`src/rtl/sata_oob_pkg.sv`:
```
// SATA host OOB sequencer: shared state encodings,
// default timing constants and registered-output decode.
package sata_oob_pkg;

  typedef enum logic [3:0] {
    ST_IDLE         = 4'd0,
    ST_COMRESET     = 4'd1,
    ST_WAIT_COMINIT = 4'd2,
    ST_COMWAKE      = 4'd3,
    ST_WAIT_COMWAKE = 4'd4,
    ST_SEND_D102    = 4'd5,
    ST_SEND_ALIGN   = 4'd6,
    ST_READY        = 4'd7,
    ST_ERROR        = 4'd8
  } state_t;

  localparam int         DEF_LGTIMEOUT       = 20;
  localparam logic [19:0] DEF_COMINIT_TIMEOUT = 20'd132000;
  localparam logic [19:0] DEF_ALIGN_TIMEOUT   = 20'd131000;
  localparam logic [3:0]  DEF_MAX_RETRIES     = 4'd8;
  localparam logic [1:0]  DEF_NONALIGN_COUNT  = 2'd3;

  typedef struct packed {
    logic first;
    logic comreset;
    logic comwake;
    logic elecidle;
    logic d102;
    logic align;
    logic link_up;
    logic err;
  } outs_t;

  // Output bundle loaded on entry to state s; 'first'
  // marks the entry cycle and restarts the wait timer.
  function automatic outs_t state_outs(state_t s);
    outs_t o;
    o          = '0;
    o.first    = 1'b1;
    o.comreset = (s == ST_COMRESET);
    o.comwake  = (s == ST_COMWAKE);
    o.elecidle = !(s inside {ST_SEND_D102,
                             ST_SEND_ALIGN,
                             ST_READY});
    o.d102     = (s == ST_SEND_D102);
    o.align    = (s == ST_SEND_ALIGN);
    o.link_up  = (s == ST_READY);
    o.err      = (s == ST_ERROR);
    return o;
  endfunction

endpackage

```
`src/rtl/sata_oob_ctrl_timer.sv`:
```
// Shared wait timer: saturating up-counter cleared on
// state entry, with a terminal-count compare.
module sata_oob_timer #(
  parameter int LGTIMEOUT = 20
) (
  input  logic                 i_clk,
  input  logic                 i_reset,
  input  logic                 clr,
  input  logic [LGTIMEOUT-1:0] limit,
  output logic                 done
);

  logic [LGTIMEOUT-1:0] cnt;
  logic [LGTIMEOUT-1:0] value;

  // The clear cycle reads as zero, so the register
  // already holds one for the following cycle.
  always_ff @(posedge i_clk) begin
    if (i_reset)
      cnt <= '0;
    else if (clr)
      cnt <= LGTIMEOUT'(1);
    else if (cnt != '1)
      cnt <= cnt + LGTIMEOUT'(1);
  end

  assign value = clr ? '0 : cnt;
  assign done  = (value == limit);

endmodule

```
`src/rtl/sata_oob_ctrl.sv`:
```
// Host-side SATA OOB bring-up: COMRESET, COMINIT,
// COMWAKE, D10.2/ALIGN negotiation, retry and error.
module sata_oob_ctrl
  import sata_oob_pkg::*;
#(
  parameter int LGTIMEOUT = DEF_LGTIMEOUT,
  parameter logic [LGTIMEOUT-1:0] COMINIT_TIMEOUT =
    DEF_COMINIT_TIMEOUT,
  parameter logic [LGTIMEOUT-1:0] ALIGN_TIMEOUT =
    DEF_ALIGN_TIMEOUT,
  parameter logic [3:0] MAX_RETRIES = DEF_MAX_RETRIES,
  parameter logic [1:0] NONALIGN_COUNT =
    DEF_NONALIGN_COUNT
) (
  input  logic       i_clk,
  input  logic       i_reset,
  input  logic       i_phy_ready,
  input  logic       i_restart,
  output logic       o_tx_comreset,
  output logic       o_tx_comwake,
  input  logic       i_tx_comfinish,
  output logic       o_tx_elecidle,
  input  logic       i_rx_cominit,
  input  logic       i_rx_comwake,
  input  logic       i_rx_valid,
  input  logic       i_rx_align,
  input  logic       i_rx_prim,
  output logic       o_tx_d102,
  output logic       o_tx_align,
  output logic       o_link_up,
  output logic       o_err,
  output logic [3:0] o_state
);

  state_t               state;
  outs_t                q;
  logic [3:0]           retries;
  logic [1:0]           na_cnt;
  logic                 tmr_done;
  logic [LGTIMEOUT-1:0] tmr_limit;
  state_t               retry_st;
  logic                 align_ev;
  logic                 prim_ev;
  logic                 na_hit;

  assign align_ev = i_rx_valid && i_rx_align;
  assign prim_ev  = i_rx_valid && i_rx_prim
                    && !i_rx_align;
  assign na_hit   = prim_ev
                    && (na_cnt == NONALIGN_COUNT - 2'd1);
  assign retry_st = (retries < MAX_RETRIES)
                    ? ST_COMRESET : ST_ERROR;
  assign tmr_limit =
    (state == ST_SEND_D102 || state == ST_SEND_ALIGN)
    ? ALIGN_TIMEOUT - LGTIMEOUT'(1)
    : COMINIT_TIMEOUT - LGTIMEOUT'(1);

  sata_oob_timer #(
    .LGTIMEOUT(LGTIMEOUT)
  ) u_timer (
    .i_clk  (i_clk),
    .i_reset(i_reset),
    .clr    (q.first),
    .limit  (tmr_limit),
    .done   (tmr_done)
  );

  // Sequencer: state plus outputs decoded from the
  // state being entered, so every output is a flop.
  always_ff @(posedge i_clk) begin
    q.first    <= 1'b0;
    q.comreset <= 1'b0;
    q.comwake  <= 1'b0;
    if (state != ST_SEND_ALIGN)
      na_cnt <= '0;
    if (i_reset) begin
      state   <= ST_IDLE;
      q       <= state_outs(ST_IDLE);
      retries <= '0;
      na_cnt  <= '0;
    end else if (!i_phy_ready) begin
      state   <= ST_IDLE;
      q       <= state_outs(ST_IDLE);
      retries <= '0;
    end else if (i_restart) begin
      state   <= ST_COMRESET;
      q       <= state_outs(ST_COMRESET);
      retries <= '0;
    end else begin
      unique case (state)
        ST_IDLE: begin
          if (!q.err) begin
            state <= ST_COMRESET;
            q     <= state_outs(ST_COMRESET);
          end
        end
        ST_COMRESET: begin
          if (i_tx_comfinish && !q.comreset) begin
            state   <= ST_WAIT_COMINIT;
            q       <= state_outs(ST_WAIT_COMINIT);
            retries <= retries + 4'd1;
          end
        end
        ST_WAIT_COMINIT: begin
          if (i_rx_cominit) begin
            state <= ST_COMWAKE;
            q     <= state_outs(ST_COMWAKE);
          end else if (tmr_done) begin
            state <= retry_st;
            q     <= state_outs(retry_st);
          end
        end
        ST_COMWAKE: begin
          if (i_tx_comfinish && !q.comwake) begin
            state <= ST_WAIT_COMWAKE;
            q     <= state_outs(ST_WAIT_COMWAKE);
          end
        end
        ST_WAIT_COMWAKE: begin
          if (i_rx_comwake) begin
            state <= ST_SEND_D102;
            q     <= state_outs(ST_SEND_D102);
          end else if (tmr_done) begin
            state <= retry_st;
            q     <= state_outs(retry_st);
          end
        end
        ST_SEND_D102: begin
          if (align_ev) begin
            state <= ST_SEND_ALIGN;
            q     <= state_outs(ST_SEND_ALIGN);
          end else if (tmr_done) begin
            state <= retry_st;
            q     <= state_outs(retry_st);
          end
        end
        ST_SEND_ALIGN: begin
          if (na_hit) begin
            state <= ST_READY;
            q     <= state_outs(ST_READY);
          end else if (tmr_done) begin
            state <= retry_st;
            q     <= state_outs(retry_st);
          end else if (align_ev) begin
            na_cnt <= '0;
          end else if (prim_ev) begin
            na_cnt <= na_cnt + 2'd1;
          end
        end
        ST_READY: begin
          retries <= '0;
          if (i_rx_cominit) begin
            state <= ST_COMWAKE;
            q     <= state_outs(ST_COMWAKE);
          end
        end
        ST_ERROR: begin
        end
        default: begin
          state <= ST_IDLE;
          q     <= state_outs(ST_IDLE);
        end
      endcase
    end
  end

  assign o_tx_comreset = q.comreset;
  assign o_tx_comwake  = q.comwake;
  assign o_tx_elecidle = q.elecidle;
  assign o_tx_d102     = q.d102;
  assign o_tx_align    = q.align;
  assign o_link_up     = q.link_up;
  assign o_err         = q.err;
  assign o_state       = state;

endmodule
```
`config.mk`:
```
export PLATFORM = sky130hd
export DESIGN_NAME = sata_oob_ctrl
export DESIGN_NICKNAME = d
export VERILOG_FILES = /design/src/rtl/sata_oob_pkg.sv /design/src/rtl/sata_oob_ctrl_timer.sv /design/src/rtl/sata_oob_ctrl.sv
export SDC_FILE = /design/constraint.sdc
export NUM_CORES = 1
export LEC_CHECK = 0
export ABC_AREA = 0
export ABC_CLOCK_PERIOD_IN_PS = 2400
export CAP_MARGIN = 15
export CORE_ASPECT_RATIO = 0.5
export CORE_MARGIN = 3
export CORE_UTILIZATION = 38
export CTS_BUF_LIST = sky130_fd_sc_hd__clkbuf_8
export DETAILED_ROUTE_END_ITERATION = 7
export PLACE_DENSITY = 0.6
export SYNTH_ARGS = -nofsm -noshare
export SYNTH_HDL_FRONTEND = slang
export SYNTH_SLANG_ARGS = --single-unit
```
`constraint.sdc`:
```
create_clock -name i_clk -period 2.4 [get_ports i_clk]
set_input_delay 0.36 -clock i_clk [delete_from_list [all_inputs] [get_ports i_clk]]
set_output_delay 0.36 -clock i_clk [all_outputs]
set_load 0.01 [all_outputs]
```
* Word level (Yosys, flattened, before mapping) *
Index checks and enable logic that the tools add are counted.

storage, ports and cells
  flip-flop bits (word level) = 38
  bits of input ports = 10
  output and inout port bits = 11
  logic and storage cells = 106

operators by class
  add/subtract/negate cells = 3
  magnitude comparators = 1
  eq/ne operators = 27
  mux-type cells = 37
  bitwise operators = 2
  reductions and logical operators = 22

operators with widths
  operator                                                         number
  8-bit 2-to-1 mux                                                 9
  8-bit case mux with 9 select lines                               1
  4-bit 2-to-1 mux                                                 11
  4-bit case mux with 9 select lines                               1
  4-bit by 3-bit == test with 1-bit output, second input constant  7
  20-bit by 1-bit adder with 20-bit output, second input constant  1
  20-bit by 18-bit == test with 1-bit output                       1
  20-bit 2-to-1 mux                                                1
  20-bit inequality test, second input constant                    1
  18-bit 2-to-1 mux                                                1
  2-bit 2-to-1 mux                                                 8
  4-bit by 2-bit == test with 1-bit output, second input constant  3
  3-bit inequality test, second input constant                     4
  2-bit inequality test, second input constant                     5
  5-bit AND reduction                                              2
  4-bit by 1-bit == test with 1-bit output, second input constant  2
  4-bit == test, second input constant                             2
  4-bit case mux with 2 select lines                               1
  7-bit 2-to-1 mux                                                 1
  1-bit logical AND                                                6
  4-bit by 1-bit adder with 4-bit output, second input constant    1
  1-bit zero test                                                  4
  4-bit zero test                                                  1
  4-bit less-than comparator, second input constant                1
  other kinds (12)                                                 17

* Logic depth before layout (Yosys ltp) *
Gate-level depths: netlist of run 1.

  depth in word-level cells = 9
  mapped depth = 7
  mapped depth without buffers = 7

* Cells and area by module *
A second synthesis of run 1 with hierarchy kept.

second synthesis, totals
  cell total of the unflattened synthesis = 365
  area total of the unflattened synthesis = 2880.3 um^2

by module, submodules not included
  module          instances  cells each  area each (um^2)  sequential area each (um^2)
  sata_oob_timer  1          191         1471.4            400.4
  sata_oob_ctrl   1          174         1408.9            360.3

* Worst setup path after synthesis of run 1 *
Ideal clock, no wire load.

  path kind = register to register
  start = register state[2] (netlist: o_state[2])
  end = register state[1] (netlist: o_state[1])
  setup time = 122 ps
  arrival time = 1611 ps
  required time = 2278 ps
  setup slack = 667 ps
  cell stages (with the launch flop) = 7
  buffers on the path = 1
  period minus slack after synthesis = 1733 ps
  path through = dfxtp_1 -> buf_4 -> nand2b_1 -> nor4_2 -> a21boi_1 -> or2_4 -> o311a_1

between the ends
  cells in the longest elaborated chain, start to end = 7
  elaborated cells on any way between the ends = 24
  those cells by class = eq/ne: 13; mux: 7; bitwise: 1; reduce/logical: 3

RTL lines
  what                                        line                                      text
  start, declared                             sata_oob_ctrl.sv:35                       state_t state;
  start signal, assigned                      sata_oob_ctrl.sv:109                      state <= retry_st;
  start signal, assigned                      sata_oob_ctrl.sv:124                      state <= retry_st;
  start signal, assigned                      sata_oob_ctrl.sv:133                      state <= retry_st;
  4-bit by 3-bit == test with 1-bit output    sata_oob_ctrl.sv:54, sata_oob_ctrl.sv:90
  1-bit logical OR                            sata_oob_ctrl.sv:54                       (state == ST_SEND_D102 || state == ST_SEND_ALIGN)
  18-bit 2-to-1 mux                           sata_oob_ctrl.sv:55                       ? ALIGN_TIMEOUT - LGTIMEOUT'(1)
  20-bit by 18-bit == test with 1-bit output  sata_oob_ctrl_timer.sv:28                 assign done = (value == limit);
  4-bit 2-to-1 mux                            -
  4-bit 2-to-1 mux (on tied branches)         -
  4-bit case mux with 9 select lines          sata_oob_ctrl.sv:90                       unique case (state)

Several ways; a longest one is shown, not always the timed one.
A chain may end at the register's enable or synchronous reset.

* Worst setup path in the final report of run 1 *
  start = register state[0] (netlist: o_state[0])
  end = register q (netlist bit o_tx_elecidle)

between the ends
  cells in the longest elaborated chain, start to end = 7
  elaborated cells on any way between the ends = 24
  those cells by class = eq/ne: 13; mux: 7; bitwise: 1; reduce/logical: 3

RTL lines
  what                                        line                                      text
  4-bit by 3-bit == test with 1-bit output    sata_oob_ctrl.sv:54, sata_oob_ctrl.sv:90
  1-bit logical OR                            sata_oob_ctrl.sv:54
  18-bit 2-to-1 mux                           sata_oob_ctrl.sv:55
  20-bit by 18-bit == test with 1-bit output  sata_oob_ctrl_timer.sv:28
  8-bit 2-to-1 mux                            -
  8-bit 2-to-1 mux (on tied branches)         -
  8-bit case mux with 9 select lines          sata_oob_ctrl.sv:90
  end signal, assigned                        sata_oob_ctrl.sv:87                       q <= state_outs(ST_COMRESET);
  end signal, assigned                        sata_oob_ctrl.sv:94                       q <= state_outs(ST_COMRESET);
  end signal, assigned                        sata_oob_ctrl.sv:100                      q <= state_outs(ST_WAIT_COMINIT);
  end, declared                               sata_oob_ctrl.sv:36                       outs_t q;

Several ways; a longest one is shown, not always the timed one.

==> summary by stage, run 1 <==
Clock network
Clock tree synthesis inserted a total of 5 buffers. The CTS tree is done. The number of gates resized after CTS was 0.

For this design, the CTS-stage hold fixing added 0 buffers. Clock-pin slew was measured on the worst setup and hold paths at 0.07 ns. In this run the deepest clock path goes through 2 buffers. The buffers inserted during post-CTS setup optimization is 0. Clock latency on the worst-skew pair, taken at its later pin, is 0.31 ns.

The root cell of the clock tree is clkbuf_8. CTS saw 38 sinks. The H-tree generated during clock tree synthesis spans 2 levels.

Floorplan
Once the floorplan was initialized, standard cells occupied 40.0% of the core. The vertical die dimension is 63.2 um. The count of standard-cell rows is 20. The die outline area is 0.00760 sq mm.

The area inside the core boundary is 0.00621 sq mm. The count of pins on the block boundary is 21. The die is 120 um wide.

GRT
The pin count of the biggest net entering global routing is 28. The initial antenna violation count came to 0. The first-pass GRT wire length is 11.3 mm. The overall overflow remaining after global route is 0. Global routing used 18.3% of the available tracks across all layers. The number of global-route vias before repair is 2278.

Finish
The number of standard cells in the final layout excluding fillers is 420. In the final design database the tool counted 345 nets. The count of inserted antenna diode cells is 0. Cells with a size suffix above 1 make up 8.13% of the layout. In the layout the commonest cells are 38 x nor2_1, 38 x dfxtp_1, 22 x a21oi_1.

At the end of the flow the core is filled with cells to 46.3%. The finished cells cover 0.00287 sq mm. The area growth from synthesis to layout is 15.8%.

Setup path
The maximum fanout along the worst path is 26. In this run the critical register-to-register path is launched from o_state[0]. At the worst endpoint, the required time is 2.61 ns.

The worst setup path is of the reg2reg kind. STA classifies the critical path endpoint as a flop. STA classifies the critical path startpoint as a flop. For the worst setup path, the data arrival time is 2.21 ns.

The critical path launch point is o_state[0].

Route
The routed via count is 2432. After detailed routing, the number of vias per cell comes to 5.79. The first-pass iteration count of the detailed router is 5. The number of DRC markers in iteration 0 is 249. The final wirelength is 6.65 mm. The remaining design rule violation count is 0. The count of nets left with antenna violations after detail routing is 0.

After detailed routing, the average wire length per cell comes to 15.8 um.

STA
Setup violations remaining at the end of the flow were counted as 0. For the pin with the worst max-slew slack, the measured transition is 0.500 ns. For this run, the top clock speed supported by timing is 0.501 GHz. The smallest hold slack is 0.493 ns.

The shortest period the worst path allows is 2.00 ns. The setup TNS after final layout is 0 ns. Setup repair after global routing left no endpoint under its margin. After layout, the worst path uses 83.2% of the clock period. The count of pins over their slew limit is 0. The final worst clock skew is 0.00809 ns. Once routing completed, OpenROAD measured the worst setup slack at 0.403 ns. The number of hold violations in the final report is 0. The worst max-slew margin expressed relative to the limit is 66.6%.

Status
The flow ran to the end, and the final reports show no timing, DRC or antenna violations.

Synthesis
The count of warnings emitted by yosys is 0. The async set-or-reset flop fraction in the synthesized netlist is 0%. The portion of netlist area occupied by mux cells is 1.21%. Summing the areas of all compound-gate instances in the mapped netlist gives 22.4% of the synthesized area. The most used flip-flop cell after synthesis is dfxtp_1. The synthesized area divided by synthesized cell count is 7.83 sq um. The area share of and/or/nand/nor cells after synthesis is 31.8%. The fraction of the mapped netlist area in adder cells is 1.51%. The number of enable flip-flop cells after synthesis is 0. The register bit count reported by yosys is 38. The synthesized netlist cell count is 317. Sequential elements use 30.6% of the synthesized area.

Counting distinct cell types in the post-synthesis netlist gives 63. The net count of the mapped netlist is 330. The mapped netlist covers 0.00248 sq mm. The combinational family with the most area after synthesis is simple AND/OR/NAND/NOR gates. The share of the synthesized netlist area taken by xor and xnor gates is 6.70%.

Pwr
The internal power is 1.01 mW. In this run the power spent charging and discharging nets is 307 uW. The design draws 1.32 mW.

The clock network is responsible for 43.9% of the overall power. In this run the static leakage power is 0.893 nW. The power density relative to cell area is 459 mW/mm^2. The sequential cell fraction of total power is 48.4%. The worst ir drop on vdd is 0.210 mV. The combinational share of power is 7.7%. In this run switching power makes up 23.3% of total power.

Placement
The post-placement worst setup slack is 0.174 ns. The total placed cells including tap cells is 413. The routability congestion estimate from global placement is 0.923.

The quantity of I/O buffers inserted on ports is 20. Once detailed placement completed, the half-perimeter wirelength came to 4.72 mm. The area of placed instances is 0.00276 sq mm.

Worst hold path
The source of the worst hold timing path is q[7]. The path class of the tightest hold or removal check is reg2reg.

Flow run
The reported max-cap violation count is 0.
[cell usage after synthesis, types with 4 or more instances]
cell type   n  area share, %
inv_1       8            1.2
nor3b_1     5            1.5
a31oi_1     7            1.8
or3_1       4            1.0
xor2_1      5            1.8
nor2b_1     8            2.0
clkbuf_1    6           0.91
and3_1      5            1.3
nor2_1     38            5.7
nand2_1    17            2.6
o21ai_0    14            2.8
buf_4       4            1.2
nand4_1     6            1.5
buf_2      12            2.4
xnor2_1    14            4.9
nor3_1      9            1.8
dfxtp_1    38             31
nand3_1    16            3.2
a211oi_1   11            3.3
a21oi_1    22            4.4
nand2b_1    9            2.3
[worst max-delay path, cell delays in order (launching register included)]
cell and delay, ns:
dfxtp_1 0.36, buf_4 0.28, nand2b_1 0.20, o32ai_2 0.45
nor2_1 0.19, and4b_1 0.22, a211oi_1 0.20
[worst paths after layout]
kind | end | slack (ns) | depth (start not counted)
worst min register to register | u_timer.cnt[0] | 0.49 | 2
worst min-delay path | u_timer.cnt[0] | 0.49 | 2
worst max-delay path | o_tx_elecidle | 0.40 | 6
worst max register to register | o_tx_elecidle | 0.40 | 6
[sequential cells by signal, summed over array words and instances, names as in the netlist]
register       cells
o_tx_align         1
o_link_up          1
na_cnt             2
o_state            4
o_tx_comwake       1
retries            4
o_err              1
o_tx_elecidle      1
q                  1
u_timer.cnt       20
o_tx_d102          1
o_tx_comreset      1
[area by class of cell]
| class | instances | area (sq um) |
|---|---|---|
| Clock buffer | 6 | 82.6 |
| Sequential cell | 38 | 761 |
| Timing Repair Buffer | 30 | 275 |
| Multi-Input combinational cell | 249 | 1590 |
| Tap cell | 88 | 110 |
| Clock inverter | 1 | 30.0 |
| Inverter | 8 | 30.0 |
| Fill cell | 624 | 3330 |
[power groups by stage]
stage / Combinational, mW / Clock (mW) / Sequential (mW)
floorplan: 0.0609 / 0 / 0.653
global placement: 0.0986 / 0 / 0.653
detailed placement: 0.0994 / 0 / 0.653
CTS: 0.0999 / 0.592 / 0.638
global route: 0.110 / 0.624 / 0.639
finish: 0.102 / 0.578 / 0.638
[logic make-up after synthesis]
group / count (synthesis)
simple gates: 142
compound gates: 82
flops: 38
buf+inv: 30
xor+xnor: 19
mux: 3
fa+ha+maj: 3
[per-layer routing]
metal / up-vias / GRT usage (%) / wire (um)
met2: 72 / 28.2 / 2940
met3: 12 / 4.13 / 341
li1: 1196 / - / -
met4: 0 / 7.20 / 121
met5: - / 0 / 0
met1: 1152 / 24.8 / 3240
Note: power is estimated with default switching activity, not from simulation.
==> run 2, diff against run 1 <==
ABC_CLOCK_PERIOD_IN_PS = 2000   (was 2400)
clock period = 2 ns   (was 2.4 ns; I/O delays follow)
==> run 2 against run 1 <==
Die area unchanged. Critical endpoint is now na_cnt[1]. Register-to-register slack worse by 0.31 ns. Non-clock buffer count up 23.
==> summary by stage, run 2 (synthesized netlist as in run 1, its figures left out) <==
Status
Run status: complete, no violations (unchanged).

STA
The worst max-slew margin expressed relative to the limit is 73.2% (was 66.6%). The number of hold violations in the final report is 0 (unchanged). The final worst clock skew is 0.00937 ns (was 0.00809 ns). The share of the cycle needed by the critical path after routing is 95.3% (was 83.2%). The shortest period the worst path allows is 1.91 ns (was 2.00 ns).

Setup repair after global routing missed its margin: no (unchanged). The pin slew with the least headroom to its limit was 0.391 ns (was 0.500 ns). The achievable frequency came to 0.525 GHz (was 0.501 GHz).

The count of pins over their slew limit is 0 (unchanged). The number of setup violations in the final report is 0 (unchanged). The smallest hold slack came to 0.489 ns (was 0.493 ns).

Clock network
The CTS tree is done (unchanged). The total number of clock tree sinks is 38 (unchanged). The clock insertion delay at the later pin of the skew report was 0.30 ns (was 0.31 ns). The maximum buffer depth of the clock tree is 2 (unchanged). The number of levels the H-tree was split into is 2 (unchanged).

The register clock-pin slew on the reported worst setup and hold paths is 0.09 ns (was 0.07 ns). The root cell of the clock tree is clkbuf_8 (unchanged). The hold buffer count at CTS is 0 (unchanged).

The CTS buffer count is 5 (unchanged).

Route
The first-pass iteration count of the detailed router is 5 (unchanged). The final wirelength is 6.86 mm (was 6.65 mm). The count of nets left with antenna violations after detail routing is 0 (unchanged).

The number of DRC markers in iteration 0 is 254 (was 249). The routed via count was 2550 (was 2432). The remaining design rule violation count came to 0 (unchanged). The average wire per cell in the routed design came to 15.4 um (was 15.8 um). The average via count per standard cell is 5.74 (was 5.79).

Setup path
The data arrival time of the worst path was 2.09 ns (was 2.21 ns). The critical path required time came to 2.18 ns (was 2.61 ns). The startpoint-to-endpoint class of the critical path was reg2reg (unchanged). The type of destination of the critical path was a flop (unchanged). The maximum fanout along the worst path is 6 (was 26). Sequence of cells on the critical path: nor4_1 > o2111ai_1 > a21boi_2 > or2_4 > buf_4 > a32o_1 (was buf_4 > nand2b_1 > o32ai_2 > nor2_1 > and4b_1 > a211oi_1). The largest stage delay on the critical path is 0.42 ns (was 0.45 ns).

The family of cells with the greatest summed delay on the critical path is simple AND/OR/NAND/NOR gates (was compound AO/OA/AOI/OAI gates). The launching element type of the critical path is a flop (unchanged). The slowest library cell on the worst path is nor4_1 (was o32ai_2). The worst path buffer plus inverter count is 1 (unchanged).

Floorplan
The vertical die dimension is 63.2 um (unchanged). The floorplan die width is 120 um (unchanged). The count of standard-cell rows is 20 (unchanged).

The die outline area was 0.00760 sq mm (unchanged). The area inside the core boundary was 0.00621 sq mm (unchanged). The count of pins on the block boundary is 21 (unchanged).

The initial standard-cell utilization of the core came to 40.0% (unchanged).

Flow run
The reported max-cap violation count is 0 (unchanged).

Pwr
The static leakage power was 1.01 nW (was 0.893 nW). The worst ir drop on vdd is 0.374 mV (was 0.210 mV). The overall power of the completed layout is 1.59 mW (was 1.32 mW). The power density relative to cell area is 513 mW/mm^2 (was 459 mW/mm^2).

Finish
The count of inserted antenna diode cells came to 0 (unchanged). The final net count came to 368 (was 345). The most common library cell in the layout ignoring fill and taps is nor2_1.

The fraction of layout instances using a drive strength above 1 is 15.4% (was 8.13%). Leading cell types in the layout, fill and taps excluded: 37 x nor2_1, 36 x dfxtp_1, 30 x buf_4 (was 38 x nor2_1, 38 x dfxtp_1, 22 x a21oi_1). The largest register by flop count is u_timer.cnt (unchanged).

The post-synthesis to final-layout area growth is 24.6% (was 15.8%). The flip-flop count of the largest register after layout is 20 (unchanged). The number of standard cells in the final layout excluding fillers came to 444 (was 420).

Placement
The detailed placer's ending HPWL is 5.15 mm (was 4.72 mm). The routability congestion estimate from global placement is 0.969 (was 0.923). The total placed cells including tap cells is 436 (was 413). The quantity of I/O buffers inserted on ports is 20 (unchanged).

GRT
The number of global-route vias before repair is 2376 (was 2278). The first-pass GRT wire length was 11.6 mm (was 11.3 mm). The pin count of the biggest net entering global routing is 28 (unchanged). The overall overflow remaining after global route is 0 (unchanged). The initial antenna violation count is 0 (unchanged).

The global routing usage summed across all routing layers came to 18.7% (was 18.3%).

Worst hold path
The class of the worst hold path is reg2reg (unchanged).
run 2: cell count changes in the layout (fill, tap and decap cells not counted), sizes merged:
cell | previous run | this run
buf | 10 | 33
clkbuf | 6 | 5
clkinvlp | 0 | 2
run 2: metrics by stage:
stage | area (sq um) | util [%] | TNS (ns) | worst slack, ns
2_1_floorplan | 2480 | - | 0 | 0.267
3_3_place_gp | 2970 | 47.9 | 0 | 0.0241
3_5_place_dp | 2970 | 47.9 | -0.0772 | -0.0406
6_report | 3090 | 49.9 | 0 | 0.0937
4_1_cts | 3090 | 49.7 | 0 | 0.100
5_1_grt | 3090 | 49.9 | 0 | 0.0144
run 2: where the power goes:
part,total (mW),leakage (nW),switching [mW],internal [mW]
sequential,0.768,0.308,0.00701,0.761
combinational,0.144,0.653,0.0734,0.0702
clock,0.676,0.0504,0.304,0.371
total,1.59,1.01,0.385,1.20
run 2: repair_timing:
action                                  4_1_cts  5_1_grt
gates resized for setup                       0        4
buffers inserted                              0        0
endpoints found under the setup margin        0        4
hold endpoints to repair                      0        0
run 2: layout make-up:
cell class / instances / area, sq um
Clock buffer: 5 / 68.8
Tap cell: 88 / 110
Inverter: 8 / 30.0
Clock inverter: 3 / 45.0
Fill cell: 624 / 3110
Timing Repair Buffer: 53 / 485
Sequential cell: 38 / 763
Multi-Input combinational cell: 249 / 1590
run 2: final timing paths:
| path | slack (ns) | startpoint | cells past startpoint | to |
|---|---|---|---|---|
| worst min register to register | 0.49 | q[7] | 2 | u_timer.cnt[0] |
| worst max-delay path | 0.09 | u_timer.cnt[11] | 6 | na_cnt[1] |
| worst max register to register | 0.09 | u_timer.cnt[11] | 6 | na_cnt[1] |
| worst min-delay path | 0.49 | q[7] | 2 | u_timer.cnt[0] |
run 2: worst register-to-register path, cell delays in order, from the launching register on:
cell and delay [ns]:
dfxtp_1 0.38, nor4_1 0.42, o2111ai_1 0.17, a21boi_2 0.21, or2_4 0.26, buf_4 0.15
a32o_1 0.21
run 2: layer usage:
metal / GRT usage (%) / up-vias / part of all wire (%)
met1: 26.0 / 1203 / 47
met4: 5.08 / 0 / 1.7
met5: 0 / - / 0
met2: 28.7 / 105 / 44
li1: - / 1229 / -
met3: 4.66 / 13 / 7.4
==> run 3, diff against run 2 <==
ABC_CLOCK_PERIOD_IN_PS = 2040   (was 2000)
GPL_ROUTABILITY_DRIVEN = 0   (was default)
clock period = 2.04 ns   (was 2 ns; I/O delays follow)
==> run 3 against run 2 <==
Register-to-register slack better by 0.06 ns. Count of clock-buffer cells in the layout up 1. Via count down 3.1%. Clock power down 1%. First-iteration DRC count down 18%. Sequential power down 2%. Non-clock buffer count down 6. Die area unchanged. Sequential share of layout area up 0.47 points. Largest cell class unchanged.
==> summary by stage, run 3 (synthesized netlist as in run 1, its figures left out) <==
Setup path
The destination of the critical timing path was na_cnt[1] (unchanged). The worst reg-to-reg setup slack was 0.16 ns (was 0.09 ns). The launching element type of the critical path is a flop (unchanged).

The critical path launch point is o_state[3] (was u_timer.cnt[11]). The destination of the worst register-to-register timing path is na_cnt[1] (unchanged). The critical path required time is 2.22 ns (was 2.18 ns). The maximum fanout along the worst path was 6 (unchanged). The startpoint-to-endpoint class of the critical path is reg2reg (unchanged).

The data arrival time of the worst path came to 2.07 ns (was 2.09 ns). The depth of the most critical reg-to-reg path is 6 (unchanged). The launch point of the worst reg-to-reg path was o_state[3] (was u_timer.cnt[11]).

The type of destination of the critical path is a flop (unchanged).

Finish
The area of the multi-input gates is 0.00159 sq mm (about the same). Leading cell types in the layout, fill and taps excluded: 38 x nor2_1, 37 x dfxtp_1, 25 x buf_4 (was 37 x nor2_1, 36 x dfxtp_1, 30 x buf_4). The post-synthesis to final-layout area growth is 22.1% (was 24.6%). The final design utilization is 48.9% (was 49.9%). The count of inserted antenna diode cells is 0 (unchanged). The most common library cell in the layout ignoring fill and taps is nor2_1 (unchanged).

The number of standard cells in the final layout excluding fillers is 437 (was 444). The filler cell count came to 619 (was 624). The cell area after layout came to 0.00303 sq mm (was 0.00309 sq mm). The final net count is 362 (was 368). The area taken by flip-flops and latches is 762 sq um (was 763 sq um). The flip-flop count of the largest register after layout is 20 (unchanged). The largest register by flop count is u_timer.cnt (unchanged).

The fraction of layout instances using a drive strength above 1 was 13.2% (was 15.4%).

Pwr
The part of the total power dissipated in the clock network is 42.8% (was 42.6%). The sequential cell fraction of total power came to 48.4% (about the same). The worst ir drop on vdd is 0.230 mV (was 0.374 mV). The overall power of the completed layout is 1.56 mW (was 1.59 mW). The static leakage power is 0.985 nW (was 1.01 nW).

The internal power is 1.21 mW (was 1.20 mW). The combinational share of power is 8.8% (was 9.0%). The reported net switching power was 352 uW (was 385 uW). The power density relative to cell area came to 513 mW/mm^2 (about the same). The fraction of power spent switching nets is 22.6% (was 24.2%).

STA
The number of setup violations in the final report is 0 (unchanged). The share of the cycle needed by the critical path after routing was 92.3% (was 95.3%). The pin slew with the least headroom to its limit came to 0.394 ns (was 0.391 ns). The number of hold violations in the final report came to 0 (unchanged). The achievable frequency is 0.531 GHz (was 0.525 GHz). The shortest period the worst path allows came to 1.88 ns (was 1.91 ns). Setup repair after global routing missed its margin: no (unchanged).

The worst max-slew margin expressed relative to the limit came to 73.0% (was 73.2%). The setup TNS after final layout is 0 ns (unchanged). The final worst clock skew is 0.00851 ns (was 0.00937 ns). The count of pins over their slew limit came to 0 (unchanged).

Route
The remaining design rule violation count is 0 (unchanged). The number of DRC markers in iteration 0 is 208 (was 254). The count of nets left with antenna violations after detail routing came to 0 (unchanged).

The average wire per cell in the routed design is 15.3 um (was 15.4 um). The first-pass iteration count of the detailed router is 4 (was 5). The routed via count is 2472 (was 2550).

The average via count per standard cell came to 5.66 (was 5.74). The final wirelength is 6.67 mm (was 6.86 mm).

Clock network
The CTS buffer count was 5 (unchanged). The total number of clock tree sinks is 38 (unchanged). The clock insertion delay at the later pin of the skew report is 0.30 ns (about the same). The CTS tree is done (unchanged). The number of levels the H-tree was split into came to 2 (unchanged). The root cell of the clock tree is clkbuf_8 (unchanged). The register clock-pin slew on the reported worst setup and hold paths is 0.07 ns (was 0.09 ns). The maximum buffer depth of the clock tree came to 2 (unchanged).

Floorplan
The initial standard-cell utilization of the core is 40.0% (unchanged). The area inside the core boundary came to 0.00621 sq mm (unchanged). The die outline area came to 0.00760 sq mm (unchanged).

The count of pins on the block boundary is 21 (unchanged). The count of standard-cell rows is 20 (unchanged). The floorplan die width is 120 um (unchanged).

The vertical die dimension is 63.2 um (unchanged).

GRT
The number of global-route vias before repair is 2323 (was 2376). The pin count of the biggest net entering global routing is 28 (unchanged). The global routing usage summed across all routing layers came to 18.4% (was 18.7%). The first-pass GRT wire length came to 11.4 mm (was 11.6 mm). The overall overflow remaining after global route was 0 (unchanged). The initial antenna violation count is 0 (unchanged).

Placement
The detailed placer's ending HPWL came to 4.91 mm (was 5.15 mm). The area of placed instances came to 0.00291 sq mm (was 0.00297 sq mm). The total placed cells including tap cells is 430 (was 436). The quantity of I/O buffers inserted on ports was 20 (unchanged).

Status
Run status: complete, no violations (unchanged).

Worst hold path
The class of the worst hold path is reg2reg (unchanged).

Flow run
The reported max-cap violation count is 0 (unchanged).
-- run 3: layout make-up --
type,instances,share of cell area (%)
repair buffers,47,14.1
clock inverters,1,0.991
multi-input cells,249,52.4
well taps,88,3.63
inverters,8,0.991
flip-flops and latches,38,25.1
clock buffers,6,2.72
-- run 3: how the worst min path moves through the flow --
stage                 start        endpoint  depth (start not counted)
floorplan           i_reset  u_timer.cnt[0]                          1
global placement       q[7]  u_timer.cnt[0]                          2
detailed placement     q[7]  u_timer.cnt[0]                          2
CTS                    q[7]  u_timer.cnt[0]                          2
global route           q[7]  u_timer.cnt[0]                          2
finish                 q[7]  u_timer.cnt[0]                          2
-- run 3: critical path, cell delays in order (launching register included) --
cell,delay [ns]
dfxtp_1,0.35
nand2b_1,0.31
nor4_2,0.38
a21boi_2,0.12
or2_4,0.25
buf_4,0.15
a32o_1,0.21
-- run 3: stage by stage --
stage	worst slack (ns)	hold WS (ns)
detailed placement	0.00896	0.491
finish	0.157	0.495
CTS	0.0879	0.491
floorplan	0.307	0.375
global placement	0.0349	0.478
global route	0.0743	0.521
-- run 3: power by group through the flow --
stage          clock, mW  combinational [mW]  sequential [mW]
2_1_floorplan          0              0.0717            0.768
3_3_place_gp           0               0.133            0.771
3_5_place_dp           0               0.134            0.771
4_1_cts            0.681               0.135            0.753
5_1_grt            0.719               0.149            0.755
6_report           0.666               0.137            0.754
-- run 3: repair_timing --
action / CTS / global route
buffers inserted: 0 / 0
hold buffers: 0 / 0
gates resized for setup: 0 / 2
setup endpoints to repair: 0 / 3
-- run 3: per-layer routing --
layer	part of all wire, %	wire length, um	global-route usage (%)
met3	6.1	410	3.77
met1	48	3230	26.4
met2	44	2930	27.7
met4	1.4	95	5.65
met5	0	0	0
